==> src/rtl/avalon_flit_bridge_mc_pkg.sv <==
// Shared definitions for the multi-channel Avalon-MM flit bridge:
// register map, STATUS bit positions, CLEAR command bits and the drop-counter ceiling.
package avalon_flit_bridge_mc_pkg;

  localparam logic [2:0] REG_STATUS  = 3'd0;
  localparam logic [2:0] REG_TX_DATA = 3'd1;
  localparam logic [2:0] REG_RX_DATA = 3'd2;
  localparam logic [2:0] REG_IRQ_EN  = 3'd3;
  localparam logic [2:0] REG_CH_SEL  = 3'd4;
  localparam logic [2:0] REG_COUNT   = 3'd5;
  localparam logic [2:0] REG_DROPS   = 3'd6;
  localparam logic [2:0] REG_CLEAR   = 3'd7;

  localparam int STAT_RX_NE_LSB = 0;
  localparam int STAT_TX_NF_LSB = 8;
  localparam int STAT_UNDERFLOW = 16;
  localparam int STAT_OVERFLOW  = 17;

  localparam int CLEAR_STICKY_BIT = 0;
  localparam int CLEAR_FLUSH_BIT  = 1;

  localparam logic [15:0] DROPS_MAX = 16'hFFFF;

endpackage

==> src/rtl/avalon_flit_bridge_mc_flit_fifo.sv <==
// Synchronous FIFO with push, pop and flush; the head reads as zero while empty.
// A push into a full FIFO is taken only when a pop happens in the same cycle.
module flit_fifo
  import avalon_flit_bridge_mc_pkg::*;
#(
  parameter int W     = 32,
  parameter int DEPTH = 8
) (
  input  logic                     CLK,
  input  logic                     RST,
  input  logic                     enq,
  input  logic [W-1:0]             enq_data,
  input  logic                     deq,
  input  logic                     flush,
  output logic [W-1:0]             head,
  output logic                     full,
  output logic                     empty,
  output logic [$clog2(DEPTH):0]   count
);

  localparam int AW = $clog2(DEPTH);
  localparam logic [AW:0]   FULL_CNT = (AW+1)'(DEPTH);
  localparam logic [AW:0]   CNT_ONE  = (AW+1)'(1);
  localparam logic [AW-1:0] PTR_ONE  = AW'(1);

  logic [W-1:0]  mem [DEPTH];
  logic [AW-1:0] rd_ptr;
  logic [AW-1:0] wr_ptr;
  logic [AW:0]   cnt;
  logic          do_enq;
  logic          do_deq;

  assign empty = (cnt == '0);
  assign full  = (cnt == FULL_CNT);
  assign count = cnt;
  assign head  = empty ? '0 : mem[rd_ptr];

  // Pops only see stored data (no bypass); flush overrides both sides.
  assign do_deq = deq && !empty && !flush;
  assign do_enq = enq && (!full || do_deq) && !flush;

  always_ff @(posedge CLK or posedge RST) begin
    if (RST) begin
      rd_ptr <= '0;
      wr_ptr <= '0;
      cnt    <= '0;
    end else if (flush) begin
      rd_ptr <= '0;
      wr_ptr <= '0;
      cnt    <= '0;
    end else begin
      if (do_enq) wr_ptr <= wr_ptr + PTR_ONE;
      if (do_deq) rd_ptr <= rd_ptr + PTR_ONE;
      if (do_enq && !do_deq)      cnt <= cnt + CNT_ONE;
      else if (!do_enq && do_deq) cnt <= cnt - CNT_ONE;
    end
  end

  always_ff @(posedge CLK) begin
    if (do_enq) mem[wr_ptr] <= enq_data;
  end

endmodule

==> src/rtl/avalon_flit_bridge_mc.sv <==
// Multi-channel Avalon-MM slave between the Nios CPU and the flit core:
// per-channel TX/RX FIFOs, channel select, status/occupancy readback, maskable IRQ, drop counter.
module avalon_flit_bridge_mc
  import avalon_flit_bridge_mc_pkg::*;
#(
  parameter int NUM_CH   = 4,
  parameter int FLIT_W   = 32,
  parameter int TX_DEPTH = 8,
  parameter int RX_DEPTH = 8
) (
  input  logic                       CLK,
  input  logic                       RST,
  input  logic [2:0]                 avs_address,
  input  logic                       avs_read,
  output logic [31:0]                avs_readdata,
  output logic                       avs_readdatavalid,
  input  logic                       avs_write,
  input  logic [31:0]                avs_writedata,
  output logic                       irq,
  output logic [NUM_CH*FLIT_W-1:0]   deq_flit,
  output logic [NUM_CH-1:0]          RDY_deq_flit,
  input  logic [NUM_CH-1:0]          EN_deq_flit,
  input  logic [NUM_CH*FLIT_W-1:0]   enq_flit,
  input  logic [NUM_CH-1:0]          EN_enq_flit,
  output logic [NUM_CH-1:0]          RDY_enq_flit
);

  localparam int TXC = $clog2(TX_DEPTH) + 1;
  localparam int RXC = $clog2(RX_DEPTH) + 1;

  logic [NUM_CH-1:0] tx_full, tx_empty, rx_full, rx_empty;
  logic [NUM_CH-1:0] tx_enq, rx_deq, flush, sel_mask;
  logic [TXC-1:0]    tx_count [NUM_CH];
  logic [RXC-1:0]    rx_count [NUM_CH];
  logic [FLIT_W-1:0] rx_head  [NUM_CH];

  logic [2:0]        ch_sel;
  logic [NUM_CH-1:0] irq_en;
  logic [15:0]       drops;
  logic              underflow, overflow;

  logic              rd_acc, wr_acc, tx_push_req, rx_pop_req, tx_drop;
  logic [FLIT_W-1:0] sel_rx_head;
  logic              sel_rx_empty, sel_tx_full, sel_core_deq;
  logic [TXC-1:0]    sel_tx_count;
  logic [RXC-1:0]    sel_rx_count;
  logic [31:0]       rd_mux;

  for (genvar i = 0; i < NUM_CH; i++) begin : g_ch
    flit_fifo #(.W(FLIT_W), .DEPTH(TX_DEPTH)) u_tx (
      .CLK      (CLK),
      .RST      (RST),
      .enq      (tx_enq[i]),
      .enq_data (avs_writedata[FLIT_W-1:0]),
      .deq      (EN_deq_flit[i]),
      .flush    (flush[i]),
      .head     (deq_flit[i*FLIT_W +: FLIT_W]),
      .full     (tx_full[i]),
      .empty    (tx_empty[i]),
      .count    (tx_count[i])
    );
    flit_fifo #(.W(FLIT_W), .DEPTH(RX_DEPTH)) u_rx (
      .CLK      (CLK),
      .RST      (RST),
      .enq      (EN_enq_flit[i]),
      .enq_data (enq_flit[i*FLIT_W +: FLIT_W]),
      .deq      (rx_deq[i]),
      .flush    (flush[i]),
      .head     (rx_head[i]),
      .full     (rx_full[i]),
      .empty    (rx_empty[i]),
      .count    (rx_count[i])
    );
  end

  assign RDY_deq_flit = ~tx_empty;
  assign RDY_enq_flit = ~rx_full;

  // A simultaneous read and write is treated as a read only.
  assign rd_acc = avs_read;
  assign wr_acc = avs_write && !avs_read;

  always_comb begin
    sel_mask     = '0;
    sel_rx_head  = '0;
    sel_rx_empty = 1'b1;
    sel_tx_full  = 1'b0;
    sel_core_deq = 1'b0;
    sel_tx_count = '0;
    sel_rx_count = '0;
    for (int i = 0; i < NUM_CH; i++) begin
      if (ch_sel == 3'(i)) begin
        sel_mask[i]  = 1'b1;
        sel_rx_head  = rx_head[i];
        sel_rx_empty = rx_empty[i];
        sel_tx_full  = tx_full[i];
        sel_core_deq = EN_deq_flit[i];
        sel_tx_count = tx_count[i];
        sel_rx_count = rx_count[i];
      end
    end
  end

  assign tx_push_req = wr_acc && (avs_address == REG_TX_DATA);
  assign rx_pop_req  = rd_acc && (avs_address == REG_RX_DATA);
  assign tx_enq      = tx_push_req ? sel_mask : '0;
  assign rx_deq      = rx_pop_req  ? sel_mask : '0;
  assign flush       = (wr_acc && (avs_address == REG_CLEAR) && avs_writedata[CLEAR_FLUSH_BIT])
                       ? sel_mask : '0;
  // A full TX FIFO still takes the write when the core drains it in the same cycle.
  assign tx_drop     = tx_push_req && sel_tx_full && !sel_core_deq;

  always_comb begin
    rd_mux = '0;
    case (avs_address)
      REG_STATUS: begin
        rd_mux[STAT_RX_NE_LSB +: NUM_CH] = ~rx_empty;
        rd_mux[STAT_TX_NF_LSB +: NUM_CH] = ~tx_full;
        rd_mux[STAT_UNDERFLOW]           = underflow;
        rd_mux[STAT_OVERFLOW]            = overflow;
      end
      REG_RX_DATA: rd_mux[FLIT_W-1:0] = sel_rx_head;
      REG_IRQ_EN:  rd_mux[NUM_CH-1:0] = irq_en;
      REG_CH_SEL:  rd_mux[2:0]        = ch_sel;
      REG_COUNT: begin
        rd_mux[7:0]  = 8'(sel_rx_count);
        rd_mux[15:8] = 8'(sel_tx_count);
      end
      REG_DROPS:   rd_mux[15:0]       = drops;
      default:     rd_mux             = '0;
    endcase
  end

  always_ff @(posedge CLK or posedge RST) begin
    if (RST) begin
      ch_sel    <= '0;
      irq_en    <= '0;
      drops     <= '0;
      underflow <= 1'b0;
      overflow  <= 1'b0;
      irq       <= 1'b0;
    end else begin
      if (wr_acc) begin
        case (avs_address)
          REG_IRQ_EN: irq_en <= avs_writedata[NUM_CH-1:0];
          REG_CH_SEL: if (avs_writedata < 32'(NUM_CH)) ch_sel <= avs_writedata[2:0];
          REG_DROPS:  drops <= '0;
          REG_CLEAR: begin
            if (avs_writedata[CLEAR_STICKY_BIT]) begin
              underflow <= 1'b0;
              overflow  <= 1'b0;
            end
          end
          default: ;
        endcase
      end
      if (tx_drop) begin
        overflow <= 1'b1;
        if (drops != DROPS_MAX) drops <= drops + 16'd1;
      end
      if (rx_pop_req && sel_rx_empty) underflow <= 1'b1;
      irq <= |(~rx_empty & irq_en);
    end
  end

  always_ff @(posedge CLK or posedge RST) begin
    if (RST) begin
      avs_readdata      <= '0;
      avs_readdatavalid <= 1'b0;
    end else begin
      avs_readdatavalid <= rd_acc;
      if (rd_acc) avs_readdata <= rd_mux;
    end
  end

endmodule

==> config.mk <==
export PLATFORM = sky130hd
export DESIGN_NAME = avalon_flit_bridge_mc
export DESIGN_NICKNAME = d
export VERILOG_FILES = /design/src/rtl/avalon_flit_bridge_mc_pkg.sv /design/src/rtl/avalon_flit_bridge_mc_flit_fifo.sv /design/src/rtl/avalon_flit_bridge_mc.sv
export SDC_FILE = /design/constraint.sdc
export NUM_CORES = 2
export LEC_CHECK = 0
export ABC_CLOCK_PERIOD_IN_PS = 4400
export CORE_ASPECT_RATIO = 1.5
export CORE_MARGIN = 2
export CORE_UTILIZATION = 55
export CTS_CLUSTER_DIAMETER = 60
export DETAILED_ROUTE_END_ITERATION = 12
export GPL_ROUTABILITY_DRIVEN = 0
export PLACE_DENSITY = 0.74
export SETUP_SLACK_MARGIN = 0.3
export SYNTH_ARGS = -nofsm -noshare
export SYNTH_HDL_FRONTEND = slang
export SYNTH_SLANG_ARGS = --single-unit
==> constraint.sdc <==
create_clock -name CLK -period 4.4 [get_ports CLK]
set_input_delay 0.66 -clock CLK [delete_from_list [all_inputs] [get_ports CLK]]
set_output_delay 0.66 -clock CLK [all_outputs]
set_load 0.01 [all_outputs]
==> results.md <==
* Outcome: finished clean
* Crit path time final at 4.10 ns
* Crit end category: output port
* H-tree depth at 4
* Register clock-pin slew on the reported worst setup and hold paths at 0.07 ns
* Area of the mapped netlist at 85600 µm²
* Yosys Warn Count at 0
* Wl on met1 at 74400 µm
* Synth cell types at 73
* Layout Nets at 4949
* #FFs+latches synth at 2187
* Highest cell delay on the worst timing path at 0.83 ns
* Starting Density at 0.553
* Hold WC Path Type: in -> async
* Largest net degree at the start of global routing at 81
* Clock Path Buffers at 3
* Gate Count Post-Synth at 4184
* Gr ovfl total at 0
* Clock sink total at 2187
* Area grow syn2layout at 16.7%
* Avg Cell Area, Syn at 20.5 µm²
* Gr usage total at 0.265
* Worst-Skew Late Latency at 0.86 ns
* Critical-path top delay cell: nor2_2
* Initial antenna violation count at 41
* Post-Route Setup TNS at 0 ns
* Worst-Margin Slew at 1.13 ns
* Max frequency at 0.244 GHz
* Share of async-settable or async-resettable flops after synthesis at 0.0636
* Setup CP Type: reg -> out
* Post-synth top flop: edfxtp_1
* CTS Buf Count at 189
* Drt wl/cell at 30.1 µm
* Cell Chain, Critical Path: or3_1 -> nor2_2 -> nor2_1 -> clkdlybuf4s50_1
* CP Launch Type: register
* Cell family with most CP delay: simple AND/OR/NAND/NOR gates
* Number of synthesized flops with an enable pin at 2048
* Layout fillers at 10042
* RSZ-0062 raised after global routing: yes
* Vias in the first global route at 44324
* HPWL after DPL at 133000 µm
* Post-route ant nets at 0
* Overall Power at 56.6 mW
* Setup WS pre-CTS at 0.212 ns
* # setup viols final at 0
* Max-cap violations at 0
* Final WL at 209000 µm
* Area of the die at 159000 µm²
* WP data required at 3.74 ns
* Residual DRC at 0
* Met3 WL post-DR at 16700 µm
* Setup Skew at 0.0427 ns
* WP buf/inv at 1
* Rel. slew slack at 0.245
* DRT Pass-1 Iters at 7
* Iter 0 DRT Violations at 4883
* Pwr/cell area at 566 nW/µm²
* Fin crit share at 0.931
* Placement Rows at 177
* CP Max Fanout at 11
* Worst Setup Slack, final at 0.302 ns
* Root Buffer: clkbuf_16
* Area of the core at 155000 µm²
* I/O Buffers at 344
* Static leakage at 32.3 nW
* Top Layer Used: met5
* Slew Viols, Final at 0
* TritonCTS clock tree: yes
* Layout cell share with drive strength beyond 1 at 0.231
* Sequential share of the synthesized area at 0.759
* Vias at 43583
* Mapped Nets at 4400
* I/O pin count at 345
* VDD IR-drop max at 457 µV
* Met2 wire length at 109000 µm
* WP data arrival at 3.44 ns
* Die height at 487 µm
* Util after Layout at 0.645
* Final Hold Fails at 0
* Vias per cell at 6.26
* First-pass GRT wire length at 304000 µm
* Die Wd at 326 µm
==> synth_stat cells, drive strengths merged (9+ instances only) <==
master	n	area, µm²
a211oi	10	75.1
a21o	14	105
a21oi	26	130
a221oi	24	210
a22o	25	219
a22oi	51	383
a31oi	9	56.3
and2	9	56.3
buf	82	362
clkbuf	124	465
dfrtp	139	3480
edfxtp	2048	61500
ha	33	413
inv	47	176
mux2	23	259
mux2i	200	2000
mux4	506	11400
nand2	122	458
nand2b	23	144
nand3	58	290
nor2	298	1120
nor3	41	210
nor4	13	96.3
o21ai	56	280
o221ai	10	87.6
o22ai	24	150
or3	13	81.3
xnor2	17	149
xor2	24	210
==> timing repair <==
action                                  4_1_cts  5_1_grt
buffers inserted                              5        2
hold buffers                                  0        0
gates resized for setup                       0        1
endpoints found under the setup margin       31       16
gates cloned                                  0        1
==> power breakdown <==
part	total (mW)	leakage [nW]	switching [mW]	internal, mW
sequential	26.1	20.2	1.53	24.6
clock	16.8	3.05	7.43	9.41
combinational	13.6	8.96	6.96	6.66
total	56.6	32.3	15.9	40.7
==> layer usage <==
| metal | GRT usage | vias up |
|---|---|---|
| met4 | 0.116 | 52 |
| met5 | 0 | - |
| met2 | 0.455 | 1933 |
| met1 | 0.327 | 22870 |
| met3 | 0.0568 | 405 |
| li1 | - | 18323 |
==> cells by family after synthesis <==
| kind of cell | share of synthesized area |
|---|---|
| multiplexers | 0.160 |
| flip-flops | 0.759 |
| AO/OA/AOI/OAI | 0.0248 |
| XOR/XNOR | 0.00420 |
| AND/OR/NAND/NOR | 0.0338 |
| buffers and inverters | 0.0117 |
| adder cells (fa/ha/maj) | 0.00670 |
==> worst paths after layout <==
check	startpoint	endpoint	slack, ns	cells after the start
setup / recovery	g_ch[3].u_tx.count[0]	deq_flit[113]	0.30	4
hold / removal	RST	g_ch[3].u_rx.rd_ptr[1]	0.25	2
setup reg to reg	g_ch[3].u_tx.count[0]	g_ch[3].u_tx.count[3]	0.65	10
hold reg to reg	underflow	underflow	0.50	1
max in group asynchronous	RST	g_ch[1].u_rx.rd_ptr[1]	3.24	3
min in group CLK	underflow	underflow	0.50	1
==> layout by cell type (no fill, tap or decap), types with 58 or more instances in the layout <==
master | Yosys | routed
edfxtp_1 | 2048 | 2048
nand3_1 | 58 | 58
mux4_2 | 506 | 506
clkdlybuf4s50_1 | 0 | 344
nor2_1 | 298 | 247
clkbuf_16 | 0 | 194
buf_4 | 0 | 180
mux2i_1 | 200 | 200
dfrtp_1 | 139 | 118
nand2_1 | 122 | 122
==> registers in the layout (all words and copies together) (netlist names) <==
name / count
avs_readdata: 32
avs_readdatavalid: 1
ch_sel: 3
drops: 16
g_ch.u_rx.count: 16
g_ch.u_rx.mem: 1024
g_ch.u_rx.rd_ptr: 12
g_ch.u_rx.wr_ptr: 12
g_ch.u_tx.count: 16
g_ch.u_tx.mem: 1024
g_ch.u_tx.rd_ptr: 12
g_ch.u_tx.wr_ptr: 12
irq: 1
irq_en: 4
overflow: 1
underflow: 1
==> through the flow <==
| step | cells | hold WS (ns) | instance area (µm²) |
|---|---|---|---|
| floorplan | 4184 | 0.438 | 85700 |
| global placement | 6592 | 0.462 | 93500 |
| detailed placement | 6592 | 0.480 | 93500 |
| CTS | 6950 | 0.224 | 99800 |
| global route | 6957 | 0.293 | 99900 |
| finish | 6965 | 0.246 | 99900 |
==> cell type report <==
cell class	count	area, µm²	share of cell area
Timing Repair Buffer	563	5570	0.0558
Sequential cell	2187	65000	0.651
Multi-Input combinational cell	1745	20200	0.202
Clock buffer	253	5200	0.0520
Inverter	47	180	0.00180
Clock inverter	100	1090	0.0109
Tap cell	2058	2570	0.0258
Antenna cell	12	30.0	0.000301
No activity file was read; power rests on OpenSTA's default activity.
